==> src/rtl/layer_link_buffer_pkg.sv <==
// Shared word/vector geometry for the layer pipeline and the ping-pong bank selector type.
package layer_link_buffer_pkg;

  localparam int unsigned LLB_T    = 12;
  localparam int unsigned LLB_K    = 8;
  localparam int unsigned LLB_LOGK = 3;

  typedef enum logic {
    BANK0 = 1'b0,
    BANK1 = 1'b1
  } bank_e;

  function automatic bank_e other_bank(input bank_e b);
    return (b == BANK0) ? BANK1 : BANK0;
  endfunction

endpackage

==> src/rtl/layer_link_buffer_if.sv <==
// Valid/ready stream link between two layers; slave is the buffer view, master the environment view.
interface layer_link_buffer_if #(
  parameter int unsigned T = layer_link_buffer_pkg::LLB_T
);

  logic                s_valid;
  logic                s_ready;
  logic signed [T-1:0] data_in;
  logic                m_valid;
  logic                m_ready;
  logic signed [T-1:0] data_out;
  logic                m_last;

  modport slave (
    input  s_valid, data_in, m_ready,
    output s_ready, m_valid, data_out, m_last
  );

  modport master (
    output s_valid, data_in, m_ready,
    input  s_ready, m_valid, data_out, m_last
  );

endinterface

==> src/rtl/layer_link_buffer_link_bank.sv <==
// K x T word store: single synchronous write port, combinational read port.
module link_bank
  import layer_link_buffer_pkg::*;
#(
  parameter int unsigned T    = LLB_T,
  parameter int unsigned K    = LLB_K,
  parameter int unsigned LOGK = LLB_LOGK
) (
  input  logic                clk_i,
  input  logic                we_i,
  input  logic [LOGK-1:0]     waddr_i,
  input  logic signed [T-1:0] wdata_i,
  input  logic [LOGK-1:0]     raddr_i,
  output logic signed [T-1:0] rdata_o
);

  logic signed [T-1:0] mem_q [K];

  always_ff @(posedge clk_i) begin
    if (we_i) begin
      mem_q[waddr_i] <= wdata_i;
    end
  end

  assign rdata_o = mem_q[raddr_i];

endmodule

==> src/rtl/layer_link_buffer.sv <==
// Ping-pong vector buffer between layers: one bank fills while the other drains, word order preserved.
module layer_link_buffer
  import layer_link_buffer_pkg::*;
#(
  parameter int unsigned T    = LLB_T,
  parameter int unsigned K    = LLB_K,
  parameter int unsigned LOGK = LLB_LOGK
) (
  input  logic               clk,
  input  logic               reset,
  layer_link_buffer_if.slave lnk
);

  localparam logic [LOGK-1:0] LAST_IDX = LOGK'(K - 1);

  logic [1:0]          full_q, full_d;
  bank_e               wb_q, wb_d;
  bank_e               rb_q, rb_d;
  logic [LOGK-1:0]     wi_q, wi_d;
  logic [LOGK-1:0]     ri_q, ri_d;

  logic                s_ready, m_valid;
  logic                in_fire, out_fire;
  logic signed [T-1:0] rdata0, rdata1, rword;

  assign s_ready  = ~full_q[wb_q];
  assign m_valid  = full_q[rb_q];
  assign in_fire  = lnk.s_valid & s_ready & ~reset;
  assign out_fire = m_valid & lnk.m_ready & ~reset;
  assign rword    = (rb_q == BANK1) ? rdata1 : rdata0;

  assign lnk.s_ready  = s_ready;
  assign lnk.m_valid  = m_valid;
  assign lnk.data_out = m_valid ? rword : '0;
  assign lnk.m_last   = m_valid & (ri_q == LAST_IDX);

  link_bank #(.T(T), .K(K), .LOGK(LOGK)) u_bank0 (
    .clk_i   (clk),
    .we_i    (in_fire & (wb_q == BANK0)),
    .waddr_i (wi_q),
    .wdata_i (lnk.data_in),
    .raddr_i (ri_q),
    .rdata_o (rdata0)
  );

  link_bank #(.T(T), .K(K), .LOGK(LOGK)) u_bank1 (
    .clk_i   (clk),
    .we_i    (in_fire & (wb_q == BANK1)),
    .waddr_i (wi_q),
    .wdata_i (lnk.data_in),
    .raddr_i (ri_q),
    .rdata_o (rdata1)
  );

  // A fill and a drain in one cycle always touch different banks, so both flag edits apply.
  always_comb begin
    full_d = full_q;
    wb_d   = wb_q;
    rb_d   = rb_q;
    wi_d   = wi_q;
    ri_d   = ri_q;
    if (in_fire) begin
      if (wi_q == LAST_IDX) begin
        full_d[wb_q] = 1'b1;
        wb_d         = other_bank(wb_q);
        wi_d         = '0;
      end else begin
        wi_d = wi_q + LOGK'(1);
      end
    end
    if (out_fire) begin
      if (ri_q == LAST_IDX) begin
        full_d[rb_q] = 1'b0;
        rb_d         = other_bank(rb_q);
        ri_d         = '0;
      end else begin
        ri_d = ri_q + LOGK'(1);
      end
    end
  end

  always_ff @(posedge clk) begin
    if (reset) begin
      full_q <= '0;
      wb_q   <= BANK0;
      rb_q   <= BANK0;
      wi_q   <= '0;
      ri_q   <= '0;
    end else begin
      full_q <= full_d;
      wb_q   <= wb_d;
      rb_q   <= rb_d;
      wi_q   <= wi_d;
      ri_q   <= ri_d;
    end
  end

endmodule

==> src/flat_wrapper.sv <==
// flat-port wrapper written by rule: the top's interface ports become plain ports
module layer_link_buffer_flat import layer_link_buffer_pkg::*;
#(
  parameter int unsigned T    = LLB_T,
  parameter int unsigned K    = LLB_K,
  parameter int unsigned LOGK = LLB_LOGK
)
  (clk, reset, lnk_s_valid, lnk_data_in, lnk_m_ready, lnk_s_ready, lnk_m_valid, lnk_data_out, lnk_m_last);
  layer_link_buffer_if #(.T(T)) lnk_i ();
  input  logic clk;
  input  logic reset;
  input wire logic [$bits(lnk_i.s_valid)-1:0] lnk_s_valid;
  input wire logic [$bits(lnk_i.data_in)-1:0] lnk_data_in;
  input wire logic [$bits(lnk_i.m_ready)-1:0] lnk_m_ready;
  output wire logic [$bits(lnk_i.s_ready)-1:0] lnk_s_ready;
  output wire logic [$bits(lnk_i.m_valid)-1:0] lnk_m_valid;
  output wire logic [$bits(lnk_i.data_out)-1:0] lnk_data_out;
  output wire logic [$bits(lnk_i.m_last)-1:0] lnk_m_last;
  assign lnk_i.s_valid = lnk_s_valid;
  assign lnk_i.data_in = lnk_data_in;
  assign lnk_i.m_ready = lnk_m_ready;
  assign lnk_s_ready = lnk_i.s_ready;
  assign lnk_m_valid = lnk_i.m_valid;
  assign lnk_data_out = lnk_i.data_out;
  assign lnk_m_last = lnk_i.m_last;
  layer_link_buffer #(.T(T), .K(K), .LOGK(LOGK)) u_core (.clk(clk), .reset(reset), .lnk(lnk_i));
endmodule
==> config.mk <==
export PLATFORM = sky130hd
export DESIGN_NAME = layer_link_buffer_flat
export DESIGN_NICKNAME = d
export VERILOG_FILES = /design/src/rtl/layer_link_buffer_pkg.sv /design/src/rtl/layer_link_buffer_if.sv /design/src/rtl/layer_link_buffer_link_bank.sv /design/src/rtl/layer_link_buffer.sv /design/src/flat_wrapper.sv
export SDC_FILE = /design/constraint.sdc
export NUM_CORES = 1
export LEC_CHECK = 0
export ABC_CLOCK_PERIOD_IN_PS = 2100
export CELL_PAD_IN_SITES_DETAIL_PLACEMENT = 0
export CELL_PAD_IN_SITES_GLOBAL_PLACEMENT = 1
export CORE_ASPECT_RATIO = 1.4
export CORE_MARGIN = 1
export CORE_UTILIZATION = 30
export DETAILED_ROUTE_END_ITERATION = 8
export PLACE_DENSITY_LB_ADDON = 0.15
export SLEW_MARGIN = 20
export SYNTH_ARGS = -nofsm -noshare
export SYNTH_HDL_FRONTEND = slang
export SYNTH_SLANG_ARGS = --single-unit
==> constraint.sdc <==
create_clock -name clk -period 2.1 [get_ports clk]
set_input_delay 0.42 -clock clk [delete_from_list [all_inputs] [get_ports clk]]
set_output_delay 0.42 -clock clk [all_outputs]
set_load 0.01 [all_outputs]
==> flow_metrics.py <==
metrics = {
    "setup_path": {
        "crit_arrival_ns": 2.20,
        "end_kind": "output port",
        "crit_fanout": 5,
        "cp-start-kind": "register",
        "worstPathRequired_ns": 1.68,
        "path_class": "reg2out",
    },
    "sta": {
        "finalCriticalPeriod_ns": 2.62,
        "setup_viol": 12,
        "period_share": 1.25,
        "layout_setup_ws_ns": -0.517,
        "hold_viol_final": 0,
        "drv_slew": 0,
        "max_freq_mhz": 382,
        "rsz0062_at_grt": "yes",
        "finalClockSkew_ns": 0.00937,
        "tightestPinTransition_ns": 0.641,
        "slew_headroom": 0.572,
    },
    "floorplanning": {
        "initial_core_util": 0.307,
        "row_count": 70,
        "dieArea_um2": 27500,
        "die_x_um": 140,
        "dieHeight_um": 196,
        "ios": 31,
        "coreArea_um2": 26200,
    },
    "clock_network": {
        "ctsHtreeMaxLevel": 1,
        "clock_sinks": 205,
        "clk_latency_ns": 0.50,
        "numCtsBuffers": 23,
        "cts_root_buffer": "clkbuf_16",
        "clock_path_buffers": 3,
        "clkTransAtPathRegs_ns": 0.06,
        "cts_tree": "built",
    },
    "synthesis": {
        "netlist_area_um2": 8040,
        "synth_seq_area_share": 0.750,
        "yosysWarnings": 0,
        "avgSynthCellArea_um2": 18.8,
        "synth_fp_nets": 448,
        "yosysUniqueCellTypes": 32,
        "synth_top_area_cell": "edfxtp_1",
        "synth.top_cell.area_share": 0.718,
        "ys_seq_elements": 205,
        "postSynthCellCount": 428,
        "synth_area_leaders": "edfxtp_1, mux4_2, dfxtp_1, mux2i_1, nand2_1",
    },
    "routing": {
        "drc": 0,
        "wirelength_mm": 20.4,
        "vias_per_cell": 4.98,
        "via_count": 4359,
        "antenna_left": 0,
        "drt_iter0_drc": 301,
        "wl_per_cell_um": 23.3,
        "first_pass_iters": 5,
    },
    "global_routing": {
        "grt_pass1_wl_mm": 30.3,
        "grt_max_degree": 24,
        "grt_remaining_overflow": 0,
        "antenna_found_initial": 0,
        "grt_pass1_vias": 4699,
        "track_usage": 0.154,
    },
    "worst_hold_path": {
        "min_path_type": "reg2reg",
    },
    "run": {
        "cap_violations": 0,
    },
    "layout": {
        "final_area_um2": 10200,
        "drive_gt1_frac": 0.330,
        "area_growth_pct": 27.3,
        "antenna_cells": 0,
        "finalNetCount": 557,
    },
    "placed_design": {
        "gp_congestion": 0.744,
        "numPortBuffers": 30,
        "dpl_cell_area_um2": 9210,
        "dp_hpwl_mm": 13.2,
    },
    "pwr": {
        "combPwrFrac": 0.017,
        "p_sw_frac": 0.195,
        "ir_worst_vdd_uv": 652,
        "p_switching_mw": 1.67,
        "seqPwrFrac": 0.525,
        "p_clk_frac": 0.458,
        "p_total_mw": 8.58,
        "power_density_nw_per_um2": 839,
        "power_leakage_nw": 3.31,
        "p_int_mw": 6.91,
    },
    "run_status": {
        "violations": "setup timing",
        "outcome": "complete, but fails checks",
    },
}
[per-layer routing]
layer	share of wire	wire, um	track usage
met4	0.018	360	0.0452
met2	0.53	10800	0.275
met5	0	0	0
met1	0.42	8600	0.192
met3	0.034	703	0.0221
[logic make-up (layout without fill, tap and decap cells)]
logic type | Yosys count | in the layout | share of synthesized area
buffers and inverters | 27 | 150 | 0.0201
xor gates and xnor gates | 1 | 1 | 0.00109
AOI/OAI and AO/OA | 35 | 35 | 0.0330
adders and majority gates | 4 | 4 | 0.00623
and+or+nand+nor | 93 | 93 | 0.0531
DFF | 205 | 205 | 0.750
muxes | 63 | 63 | 0.137
[stage by stage]
stage	setup WS (ns)	TNS, ns	util	std cells	hold slack, ns
2_1_floorplan	0.00178	0	-	428	0.450
3_3_place_gp	-0.346	-18.65	0.352	818	0.460
3_5_place_dp	-0.367	-18.85	0.352	818	0.483
4_1_cts	-0.526	-5.74	0.388	871	0.497
5_1_grt	-0.577	-6.49	0.390	875	0.512
6_report	-0.517	-5.41	0.390	875	0.500
[power groups by stage]
stage	registers (mW)	clock network (mW)	logic, mW
2_1_floorplan	4.58	0	0.0425
3_3_place_gp	4.59	0	0.147
3_5_place_dp	4.59	0	0.152
4_1_cts	4.50	4.02	0.152
5_1_grt	4.50	4.17	0.163
6_report	4.50	3.93	0.149
[state kept, by name (all words and copies together) (netlist names), named ones only]
name,cells
u_core.rb_q,1
u_core.u_bank0.mem_q,96
u_core.wi_q,3
u_core.full_q,2
u_core.u_bank1.mem_q,96
u_core.ri_q,3
u_core.wb_q,1
[cells in the final DEF (no fill, tap or decap), drive strengths merged, types with 5 or more instances in the layout]
cell | netlist | routed
edfxtp | 192 | 192
buf | 18 | 91
nand2 | 40 | 40
mux4 | 37 | 37
mux2i | 26 | 26
clkbuf | 7 | 25
nor2 | 16 | 16
clkdlybuf4s50 | 0 | 15
dfxtp | 13 | 13
a32oi | 12 | 12
nand4 | 11 | 11
o211ai | 11 | 11
nand3 | 9 | 9
clkinv | 0 | 9
nor3 | 6 | 6
a21oi | 5 | 5
[critical path, stage by stage, from the launching register on]
cell and delay, ns:
dfxtp_4 0.39, buf_6 0.13, buf_12 0.11, buf_16 0.13, mux4_2 0.50, nand3_2 0.07
o211ai_1 0.16, buf_2 0.19
[path summary, 6_finish.rpt]
path	from	slack [ns]	cells past startpoint	to
worst max-delay path	register	-0.52	7	lnk_data_out[8]
worst max register to register	u_core.wb_q$_SDFFE_PP0P_	0.24	5	u_core.u_bank1.mem_q[6][6]$_DFFE_PP_
worst min-delay path	u_core.ri_q[1]$_SDFFE_PP0P_	0.50	2	register
worst min register to register	u_core.ri_q[1]$_SDFFE_PP0P_	0.50	2	register
[cell usage after synthesis (all sizes together)]
cell type,count
a21oi,5
a311oi,2
a31oi,2
a32oi,12
and2,3
and2b,1
buf,18
clkbuf,7
dfxtp,13
edfxtp,192
ha,4
inv,2
mux2i,26
mux4,37
nand2,40
nand2b,2
nand3,9
nand4,11
nor2,16
nor2b,2
nor3,6
o211ai,11
o21ai,2
o32ai,1
or3,2
or3b,1
xnor2,1
[final cells by class]
type	instances	area, um2
timing repair buffer	109	1110
sequential	205	6030
clock buffer	25	583
inverter	2	7.51
clock inverter	14	148
multi-input combinational	196	1940
tap	324	405
fill	2400	16000
[timing repair]
action / 4_1_cts / 5_1_grt
hold buffers: 0 / 0
buffers inserted: 10 / 4
setup endpoints to repair: 15 / 13
pin swaps: 15 / 9
gates resized for setup: 74 / 7
gates cloned: 4 / 0
No activity file was read; power rests on OpenSTA's default activity.
